$ cat src/rtl/tube_fifo.sv
`default_nettype none
// ---------------------------------------------------------------------------
// tube_fifo : parasite-to-host first-word-fall-through FIFO with sticky flags
// Revision  : 1.0
// ---------------------------------------------------------------------------
module tube_fifo #(
  parameter int               WIDTH       = 8,
  parameter int               DEPTH       = 24,
  parameter logic [WIDTH-1:0] EMPTY_VALUE = WIDTH'(8'hAA),
  localparam int              LW          = $clog2(DEPTH + 1)
) (
  input  logic             h_phi2,
  input  logic             h_rst_b,
  input  logic [WIDTH-1:0] p_data,
  input  logic             p_selectData,
  input  logic             p_rdnw,
  input  logic             h_selectData,
  input  logic             h_rd,
  input  logic             mode2,
  input  logic             flush,
  output logic [WIDTH-1:0] h_data,
  output logic             h_data_available,
  output logic             p_full,
  output logic [LW-1:0]    level,
  output logic             overflow,
  output logic             underflow
);

  localparam int PW = $clog2(DEPTH);

  logic [WIDTH-1:0] r_mem [0:DEPTH-1];
  logic [PW-1:0]    r_wr_ptr;
  logic [PW-1:0]    r_rd_ptr;
  logic [LW-1:0]    r_level;
  logic             r_overflow;
  logic             r_underflow;

  logic             w_wr_req;
  logic             w_rd_req;
  logic             w_wr_ok;
  logic             w_rd_ok;
  logic             w_empty;
  logic             w_full;
  logic [PW-1:0]    w_wr_ptr_nxt;
  logic [PW-1:0]    w_rd_ptr_nxt;

  assign w_wr_req = p_selectData & ~p_rdnw;
  assign w_rd_req = h_selectData & h_rd;
  assign w_empty  = (r_level == '0);
  assign w_full   = (r_level == LW'(DEPTH));

  // Acceptance depends only on the pre-edge level, so a full FIFO takes the
  // read and refuses the write, and an empty one does the opposite.
  assign w_wr_ok  = w_wr_req & ~w_full;
  assign w_rd_ok  = w_rd_req & ~w_empty;

  // DEPTH need not be a power of two, so wrap explicitly.
  assign w_wr_ptr_nxt = (r_wr_ptr == PW'(DEPTH - 1)) ? '0 : r_wr_ptr + PW'(1);
  assign w_rd_ptr_nxt = (r_rd_ptr == PW'(DEPTH - 1)) ? '0 : r_rd_ptr + PW'(1);

  always_ff @(posedge h_phi2 or negedge h_rst_b) begin
    if (!h_rst_b) begin
      r_wr_ptr    <= '0;
      r_rd_ptr    <= '0;
      r_level     <= '0;
      r_overflow  <= 1'b0;
      r_underflow <= 1'b0;
    end else if (flush) begin
      r_wr_ptr    <= '0;
      r_rd_ptr    <= '0;
      r_level     <= '0;
      r_overflow  <= 1'b0;
      r_underflow <= 1'b0;
    end else begin
      if (w_wr_ok) r_wr_ptr <= w_wr_ptr_nxt;
      if (w_rd_ok) r_rd_ptr <= w_rd_ptr_nxt;
      if (w_wr_ok && !w_rd_ok)      r_level <= r_level + LW'(1);
      else if (w_rd_ok && !w_wr_ok) r_level <= r_level - LW'(1);
      if (w_wr_req && !w_wr_ok) r_overflow  <= 1'b1;
      if (w_rd_req && !w_rd_ok) r_underflow <= 1'b1;
    end
  end

  // Storage carries no reset; stale entries are masked while level is zero.
  always_ff @(posedge h_phi2) begin
    if (w_wr_ok && !flush) r_mem[r_wr_ptr] <= p_data;
  end

  assign h_data           = w_empty ? EMPTY_VALUE : r_mem[r_rd_ptr];
  assign h_data_available = mode2 ? (r_level >= LW'(2)) : ~w_empty;
  assign p_full           = w_full;
  assign level            = r_level;
  assign overflow         = r_overflow;
  assign underflow        = r_underflow;

endmodule
`default_nettype wire
$ cat config.mk
export PLATFORM = sky130hd
export DESIGN_NAME = tube_fifo
export DESIGN_NICKNAME = d
export VERILOG_FILES = /design/src/rtl/tube_fifo.sv
export SDC_FILE = /design/constraint.sdc
export NUM_CORES = 1
export LEC_CHECK = 0
export CAP_MARGIN = 20
export CORE_MARGIN = 8
export CORE_UTILIZATION = 54
export CTS_BUF_LIST = sky130_fd_sc_hd__clkbuf_16
export DETAILED_ROUTE_END_ITERATION = 10
export PLACE_DENSITY = 0.76
export SLEW_MARGIN = 20
export SYNTH_ARGS = -nofsm -noshare
export SYNTH_HDL_FRONTEND = slang
export SYNTH_SLANG_ARGS = --single-unit
$ cat constraint.sdc
create_clock -name h_phi2 -period 3.05 [get_ports h_phi2]
set_input_delay 0.4575 -clock h_phi2 [delete_from_list [all_inputs] [get_ports h_phi2]]
set_output_delay 0.4575 -clock h_phi2 [all_outputs]
set_load 0.01 [all_outputs]
# Word level (Yosys, flattened, before mapping)

Memories as Yosys holds them, arrays and structs flattened.
Cells that the tools add are included.
Widths: inputs -> output; s select.

Memories kept: 1
Register bits after elaboration: 17
Output and inout port bits: 17
Bits of input ports: 16
Logic and storage cells: 52
Bits in writable memories: 192

Order comparisons: 1
Add/subtract/negate cells: 4
Bitwise operators: 7
Equality and inequality tests: 3
Reductions and logical operators: 14
Muxes and demuxes: 17

Memory list:

| name  | words | bits a word | read ports | clocked after Yosys merged registers in | wr ports | RTL line | RTL |
|---|---|---|---|---|---|---|---|
| r_mem | 24    | 8           | 1          | 0                                       | 1        | 31       | `logic [WIDTH-1:0] r_mem [0:DEPTH-1];` |

Operators with widths:

| kind                | count |
|---|---|
| $mux 5              | 9 |
| $add 5x1->5 const B | 3 |
| $eq 5x5->1 const B  | 3 |
| $mux 8              | 1 |
| $reduce_bool 2->1   | 4 |
| $mux 1              | 7 |
| $ge 5x2->1 const B  | 1 |
| $logic_and 1x1->1   | 5 |
| $logic_not 5->1     | 1 |
| $sub 5x1->5 const B | 1 |
| $and 1x1->1         | 4 |
| $logic_not 1->1     | 3 |
| $not 1->1           | 3 |
| $reduce_bool 3->1   | 1 |

# Longest topological paths before layout

Gate-level depths: netlist of the first run.

Word-level depth: 8
Gate-level depth with buffers: 10
Depth with buffers taken out: 9

# Worst setup path after synthesis of the first run

No wires, ideal clock.

Kind: reg2reg
Start: reg r_level[0] (netlist: level[0])
End: reg r_level[4] (netlist: level[4])
Setup time: 86 ps
Path buffers: 0
Required time: 2,964 ps
Clock period less this slack: 3,050 ps
Stages on the path, launching flop included: 10
Data arrival time: 2,964 ps
Slack: 0 ps
Path through: dfrtp_1 -> or3_4 -> o311ai_4 -> nand2_1 -> fa_1 -> a21o_1 -> a21o_1 -> or3_2 -> and3b_1 -> nor3_1

Word-level cells in the longest chain between the ends: 7
Elaborated cells between the ends (all ways): 16
Those cells by class: 2 x add/sub; 1 x eq/ne; 3 x mux; 4 x bitwise; 6 x reduce/logical

Ends and longest elaborated chain:

| item                                                                | RTL line | RTL |
|---|---|---|
| start: declaration                                                  | 34       | `logic [LW-1:0] r_level;` |
| start signal: assignment                                            | 77       | `if (w_wr_ok && !w_rd_ok) r_level <= r_level + LW'(1);` |
| start signal: assignment                                            | 78       | `else if (w_rd_ok && !w_wr_ok) r_level <= r_level - LW'(1);` |
| parallel branches: the longest is 7 deep, another holds $sub 5x1->5 | --       |  |

Parallel ways; which one is timed is not known. The select of a mux whose other input is x is not followed.
A chain may end at the register's enable or synchronous reset.

# Worst setup path in the final report of the first run

Start: reg r_rd_ptr[0]
End: out h_data[4]

Word-level cells in the longest chain between the ends: 2

Ends and longest elaborated chain:

| item                     | RTL line | RTL |
|---|---|---|
| start: declaration       | 33       | `logic [PW-1:0] r_rd_ptr;` |
| start signal: assignment | 76       | `if (w_rd_ok) r_rd_ptr <= w_rd_ptr_nxt;` |
| $mem_v2 24x8             | --       |  |
| $mux 8                   | 89       | `assign h_data = w_empty ? EMPTY_VALUE : r_mem[r_rd_ptr];` |
| end: declaration         | 21       | `output logic [WIDTH-1:0] h_data,` |

No other way between the ends.

==> results of run 1 <==
-- metrics by stage --
step	area, um2	utilization, %
2_1_floorplan	8520	-
3_3_place_gp	9420	60.2
6_report	10300	65.9
5_1_grt	10300	65.9
4_1_cts	10300	65.8
3_5_place_dp	9420	60.2
-- cell usage in the layout, fill, tap and decap left out, types with 3 or more instances in the layout --
cell	count
buf_4	49
edfxtp_1	192
a22oi_1	4
clkbuf_16	21
mux2i_2	3
clkinv_1	4
nor2_1	44
buf_12	6
nor3_1	6
nand2_1	14
ha_1	9
a21oi_1	12
buf_2	5
mux4_2	48
xor2_1	3
clkinvlp_4	3
clkdlybuf4s50_1	24
mux2i_1	6
a31oi_1	4
inv_1	9
a22oi_2	5
nand2b_1	3
bufinv_16	4
mux2_4	6
dfrtp_1	15
mux2_2	7
nand3_1	6
-- worst max-delay path: cells and delay by family (launching register included) --
family | cells | cell delay [ns]
AO/OA/AOI/OAI | 2 | 0.29
flip-flops | 1 | 0.52
buffers and inverters | 4 | 0.80
multiplexers | 1 | 0.44
-- registers in the layout, summed over array words and instances (netlist names) --
signal / cells
underflow: 1
r_mem: 192
r_wr_ptr: 5
overflow: 1
r_rd_ptr: 5
level: 5
-- cells by family (layout without fill, tap and decap cells) --
group           Yosys count  count (layout)  share of synthesized area (%)
compound gates           41              41                           3.38
xor+xnor                  5               5                          0.602
fa+ha+maj                10              10                           1.56
buf+inv                  29             134                           1.51
flops                   209             209                           72.6
mux                      70              70                           15.5
simple gates             89              89                           4.85
-- worst min-delay path by stage --
stage          depth (start not counted)                   from  slack (ns)                    end
3_5_place_dp                           2  underflow$_DFFE_PN0P_        0.51  underflow$_DFFE_PN0P_
5_1_grt                                1                h_rst_b        0.47  underflow$_DFFE_PN0P_
6_report                               1                h_rst_b        0.43  underflow$_DFFE_PN0P_
4_1_cts                                1                h_rst_b        0.43  underflow$_DFFE_PN0P_
3_3_place_gp                           2   overflow$_DFFE_PN0P_        0.48   overflow$_DFFE_PN0P_
2_1_floorplan                          0                h_rst_b        0.16   level[0]$_DFFE_PN0P_
-- what timing repair did --
item | CTS | global route
endpoints found under the setup margin | 9 | 9
gates cloned | 2 | 0
buffers inserted | 8 | 3
resized for setup | 44 | 9
pin swaps | 2 | 1
-- power by group through the flow --
stage | clock network (mW) | registers, mW | logic [mW]
5_1_grt | 2.78 | 3.20 | 1.14
6_report | 2.63 | 3.19 | 1.06
2_1_floorplan | 0 | 3.27 | 0.540
3_5_place_dp | 0 | 3.25 | 0.993
4_1_cts | 2.66 | 3.19 | 1.06
3_3_place_gp | 0 | 3.25 | 0.975
-- metal layers --
| metal | wire length, um | vias up | track usage, % |
|---|---|---|---|
| met5 | 0 | - | 0 |
| met4 | 694 | 0 | 7.86 |
| met3 | 965 | 48 | 2.55 |
| met2 | 9050 | 200 | 30.3 |
| met1 | 7410 | 2350 | 24.1 |
| li1 | - | 1990 | - |
-- area by class of cell --
cell class	instances	area, um2
Sequential cell	209	6200
Fill cell	1006	5330
Multi-Input combinational cell	215	2290
Timing Repair Buffer	90	830
Clock buffer	21	526
Tap cell	216	270
Clock inverter	17	191
Inverter	6	22.5
==> flow_summary_export.csv, run 1 <==
group,metric,value,unit
floorplan,start_util,54.4,%
setup_path,r2r-start,"level[0]$_DFFE_PN0P_",
route,routedWlPerCell,23.4,um
final_layout,drive_above_1_share,32.4,%
floorplan,die_w,142,um
floorplan,ioPinCount,33,
power_and_ir_drop,seqPwrFrac,46.4,%
cts,cts_tree,"done",
setup_path,worstSetupStartpoint,"r_rd_ptr[0]$_DFFE_PN0P_",
timing,clock_skew,0.0105,ns
cts,numCtsBuffers,21,
setup_path,cpMaxStageDelayCell,"dfrtp_4",
cts,cts-root-buf,"clkbuf_16",
timing,worst_slew_pin_slew,0.945,ns
route,routed_wl,18100,um
setup_path,crit_end,"h_data[4]",
setup_path,r2r-end,"level[4]$_DFFE_PN0P_",
worst_hold_path,hp-class,"in -> async",
power_and_ir_drop,power,6.88,mW
placement,gp_congestion,0.842,
setup_path,cp_slowest_stage_delay,0.52,ns
logic_synthesis,synth-async-reset-ratio,8.13,%
power_and_ir_drop,power.share.combinational,15.4,%
final_layout,area_growth,21.1,%
cts,cts.clk_slew.worst_paths,0.07,ns
cts,cts-htree-levels,1,
logic_synthesis,synthFlopType,"edfxtp_1",
global_route,first_global_vias,4787,
logic_synthesis,synth.top_cell.area_share,67.7,%
setup_path,path_max_fanout,11,
final_layout,diodes,0,
logic_synthesis,syn_inst,453,
setup_path,cp.required,2.59,ns
logic_synthesis,yosys_warnings,0,
setup_path,worstPathArrival,2.54,ns
route,vias_per_cell,5.93,
placement,dp_slack,-0.0200,ns
timing,slew_violations,0,
logic_synthesis,ys_top_cells_by_area,"edfxtp_1 (68%), mux4_2 (13%), dfrtp_1 (5.0%), nor2_1 (1.9%), mux2_2 (1.7%)",
setup_path,reg2reg_depth,9,
logic_synthesis,synth_common_cells,"edfxtp_1 (192), mux4_2 (48), nor2_1 (44), dfrtp_1 (17), nand2_1 (15)",
global_route,track_usage,18.4,%
logic_synthesis,synth-seq-cells,209,
setup_path,critPathKind,"reg -> out",
global_route,grt_max_degree,25,
cts,clk-insertion-delay-late,0.49,ns
cts,cts_max_path_buffers,3,
timing,hold_slack,0.425,ns
timing,finalHoldViolations,0,
logic_synthesis,synth.most_common_cell,"edfxtp_1",
flow_run,maxCapViolCount,0,
global_route,antenna_found_initial,0,
timing,finalCritPeriodShare,98.4,%
route,drcViolationCount,0,
logic_synthesis,syn-num-nets,479,
final_layout,fin_nets,569,
setup_path,crit_chain,"buf_12, buf_4, bufbuf_16, mux4_2, a22oi_2, a21oi_2, clkdlybuf4s15_2",
placement,port_buffers,32,
power_and_ir_drop,p_int,5.30,mW
logic_synthesis,ys_seq_area_share,72.6,%
cts,hold_buffers,0,
cts,cts.sinks,209,
power_and_ir_drop,p_per_area,667,nW/um2
logic_synthesis,synth_edf_count,192,
floorplan,core,15700,um2
timing,fin_setup_tns,0,ns
final_layout,stdcell_count,774,
timing,finalWorstSetupSlack,0.0503,ns
setup_path,critPathCaptureType,"output pin",
setup_path,startpoint_type,"register",
placement,dp_hpwl,11100,um
logic_synthesis,syn_area,8520,um2
global_route,gr-total-overflow,0,
timing,max_freq,333,MHz
setup_path,reg2reg_slack,0.15,ns
logic_synthesis,netlist-cell-type-count,46,
route,drtPass1Iterations,5,
route,drt_iter0_markers,443,
route,via_count,4588,
power_and_ir_drop,p_leak,3.47,nW
power_and_ir_drop,power.share.clock,38.2,%
floorplan,die_h,142,um
power_and_ir_drop,switching_share,23.0,%
placement,dp_cells,724,
route,ant_nets,0,
power_and_ir_drop,switching_power,1.59,mW
logic_synthesis,syn_avg_cell_area,18.8,um2
logic_synthesis,synth_top_area_cell,"edfxtp_1",
run_status,status,"finished clean",
timing,maxSlewHeadroom,36.8,%
timing,setup_viol,0,
timing,fin_crit,3.00,ns
floorplan,die-area,20100,um2
power_and_ir_drop,ir_drop,0.560,mV
floorplan,rows,46,
global_route,grt_pass1_wl,27500,um
(Power assumes the default switching activity.)
==> inputs of run 2 (changes only) <==
--- a/config.mk
+++ b/config.mk
@@ -7,5 +7,4 @@
 export LEC_CHECK = 0
 export CAP_MARGIN = 20
-export CORE_MARGIN = 8
 export CORE_UTILIZATION = 54
 export CTS_BUF_LIST = sky130_fd_sc_hd__clkbuf_16
==> constraint.sdc (replaced) <==
create_clock -name h_phi2 -period 3.05 [get_ports h_phi2]
set_input_delay 0.4575 -clock h_phi2 [delete_from_list [all_inputs] [get_ports h_phi2]]
set_output_delay 0.4575 -clock h_phi2 [all_outputs]
set_load 0.005 [all_outputs]
==> flow_summary_export.csv, run 2 (synthesis gave the netlist of run 1 again) <==
group,metric,value,unit
final_layout,max_flop_register,"r_mem",
setup_path,crit_cells,7,
route,drt_iter0_markers,382,
timing,slew_violations,0,
cts,cts.clk_slew.worst_paths,0.06,ns
timing,finalCritPeriodShare,97.6,%
timing,max_freq,336,MHz
cts,clk-insertion-delay-late,0.50,ns
route,ant_nets,0,
final_layout,stdcell_count,762,
setup_path,critPathKind,"reg -> out",
setup_path,worstPathArrival,2.52,ns
placement,gp_congestion,0.859,
cts,cts.sinks,209,
floorplan,die_h,128,um
final_layout,largest_reg_flops,192,
flow_run,maxCapViolCount,0,
timing,finalHoldViolations,0,
setup_path,startpoint_type,"register",
setup_path,critPathBufInv,3,
global_route,grt_pass1_wl,26800,um
timing,fin_setup_tns,0,ns
power_and_ir_drop,p_per_area,657,nW/um2
cts,cts-htree-levels,1,
placement,dp_cells,721,
final_layout,drive_above_1_share,30.1,%
timing,setup_viol,0,
final_layout,fin_nets,563,
final_layout,most-common-layout-cells,"edfxtp_1 (192), mux4_2 (48), buf_4 (45)",
placement,dp_hpwl,11100,um
global_route,first_global_vias,4592,
global_route,track_usage,22.9,%
final_layout,diodes,0,
power_and_ir_drop,ir_drop,0.441,mV
setup_path,reg2reg_depth,10,
setup_path,critPathTopFamily,"multiplexers",
power_and_ir_drop,p_leak,3.42,nW
cts,cts_tree,"done",
timing,clock_skew,0.0173,ns
route,drtPass1Iterations,5,
setup_path,critPathCaptureType,"output pin",
floorplan,core,15300,um2
route,routedWlPerCell,23.0,um
floorplan,die-area,16300,um2
run_status,status,"finished clean",
route,vias_per_cell,5.94,
placement,port_buffers,32,
cts,numCtsBuffers,22,
timing,maxSlewHeadroom,32.0,%
route,via_count,4530,
setup_path,crit_chain,"buf_12, buf_12, mux4_2, mux2_4, a22oi_2, a21oi_2, clkdlybuf4s15_1",
cts,cts-root-buf,"clkbuf_16",
timing,fin_crit,2.98,ns
global_route,gr-total-overflow,0,
route,routed_wl,17500,um
final_layout,area_growth,19.9,%
timing,finalWorstSetupSlack,0.0725,ns
final_layout,layout_commonest_cell,"edfxtp_1",
setup_path,path_max_fanout,7,
route,drcViolationCount,0,
global_route,grt_max_degree,25,
setup_path,reg2reg_slack,0.20,ns
global_route,antenna_found_initial,0,
floorplan,start_util,55.6,%
setup_path,cp_slowest_stage_delay,0.52,ns
placement,dp_slack,0.0209,ns
setup_path,cpMaxStageDelayCell,"mux4_2",
floorplan,die_w,128,um
worst_hold_path,hp-class,"in -> async",
cts,cts_max_path_buffers,3,
timing,worst_slew_pin_slew,1.02,ns
floorplan,ioPinCount,33,
floorplan,rows,45,
timing,rsz0062_at_grt,"no",
cts,hold_buffers,0,
setup_path,cp.required,2.59,ns
setup_path,crit_top_cell,"buf_12",
[run 2: cell count changes in the layout (fill, tap and decap cells not counted), sizes merged]
cell           change
buf               -11
clkbuf             +4
clkdlybuf4s15      +3
bufinv             -2
bufbuf             -1
clkinv             +1
clkinvlp           -1
[run 2: worst paths after layout]
check	from	endpoint
max	r_rd_ptr[0]$_DFFE_PN0P_	h_data[2]
min	h_rst_b	r_rd_ptr[0]$_DFFE_PN0P_
max reg2reg	level[1]$_DFFE_PN0P_	level[4]$_DFFE_PN0P_
min reg2reg	overflow$_DFFE_PN0P_	overflow$_DFFE_PN0P_
max in group asynchronous	h_rst_b	r_rd_ptr[1]$_DFFE_PN0P_
min in group h_phi2	overflow$_DFFE_PN0P_	overflow$_DFFE_PN0P_
[run 2: repair_timing]
action / in CTS / in global routing
endpoints found under the setup margin: 8 / 6
pin swaps: 4 / 4
gates resized for setup: 30 / 17
setup buffers: 3 / 0
[run 2: stage by stage]
step | hold slack [ns] | util [%] | cell area [um2] | total power, mW
after floorplan | 0.162 | - | 8520 | 3.77
after global placement | 0.495 | 61.3 | 9390 | 4.18
after detailed placement | 0.509 | 61.3 | 9390 | 4.20
after CTS | 0.453 | 66.6 | 10200 | 6.76
after global routing | 0.508 | 66.7 | 10200 | 6.95
final | 0.437 | 66.7 | 10200 | 6.72
[run 2: report_power, final]
group / total [mW] / internal, mW / switching (mW)
Clock: 2.54 / 1.52 / 1.02
Combinational: 0.970 / 0.509 / 0.461
Sequential: 3.21 / 3.16 / 0.0443
[run 2: area by class of cell]
class | count | area (um2)
sequential | 209 | 6200
fill | 1029 | 5090
multi-input combinational | 215 | 2300
timing repair buffer | 83 | 741
clock buffer | 23 | 576
tap | 211 | 264
clock inverter | 15 | 119
inverter | 6 | 22.5
[run 2: layer usage]
| layer | routed length, um | vias up | global-route usage, % |
|---|---|---|---|
| met5 | 0 | - | 0 |
| li1 | - | 1985 | - |
| met2 | 8510 | 214 | 36.4 |
| met3 | 1170 | 48 | 3.73 |
| met4 | 876 | 0 | 10.9 |
| met1 | 6990 | 2283 | 31.4 |
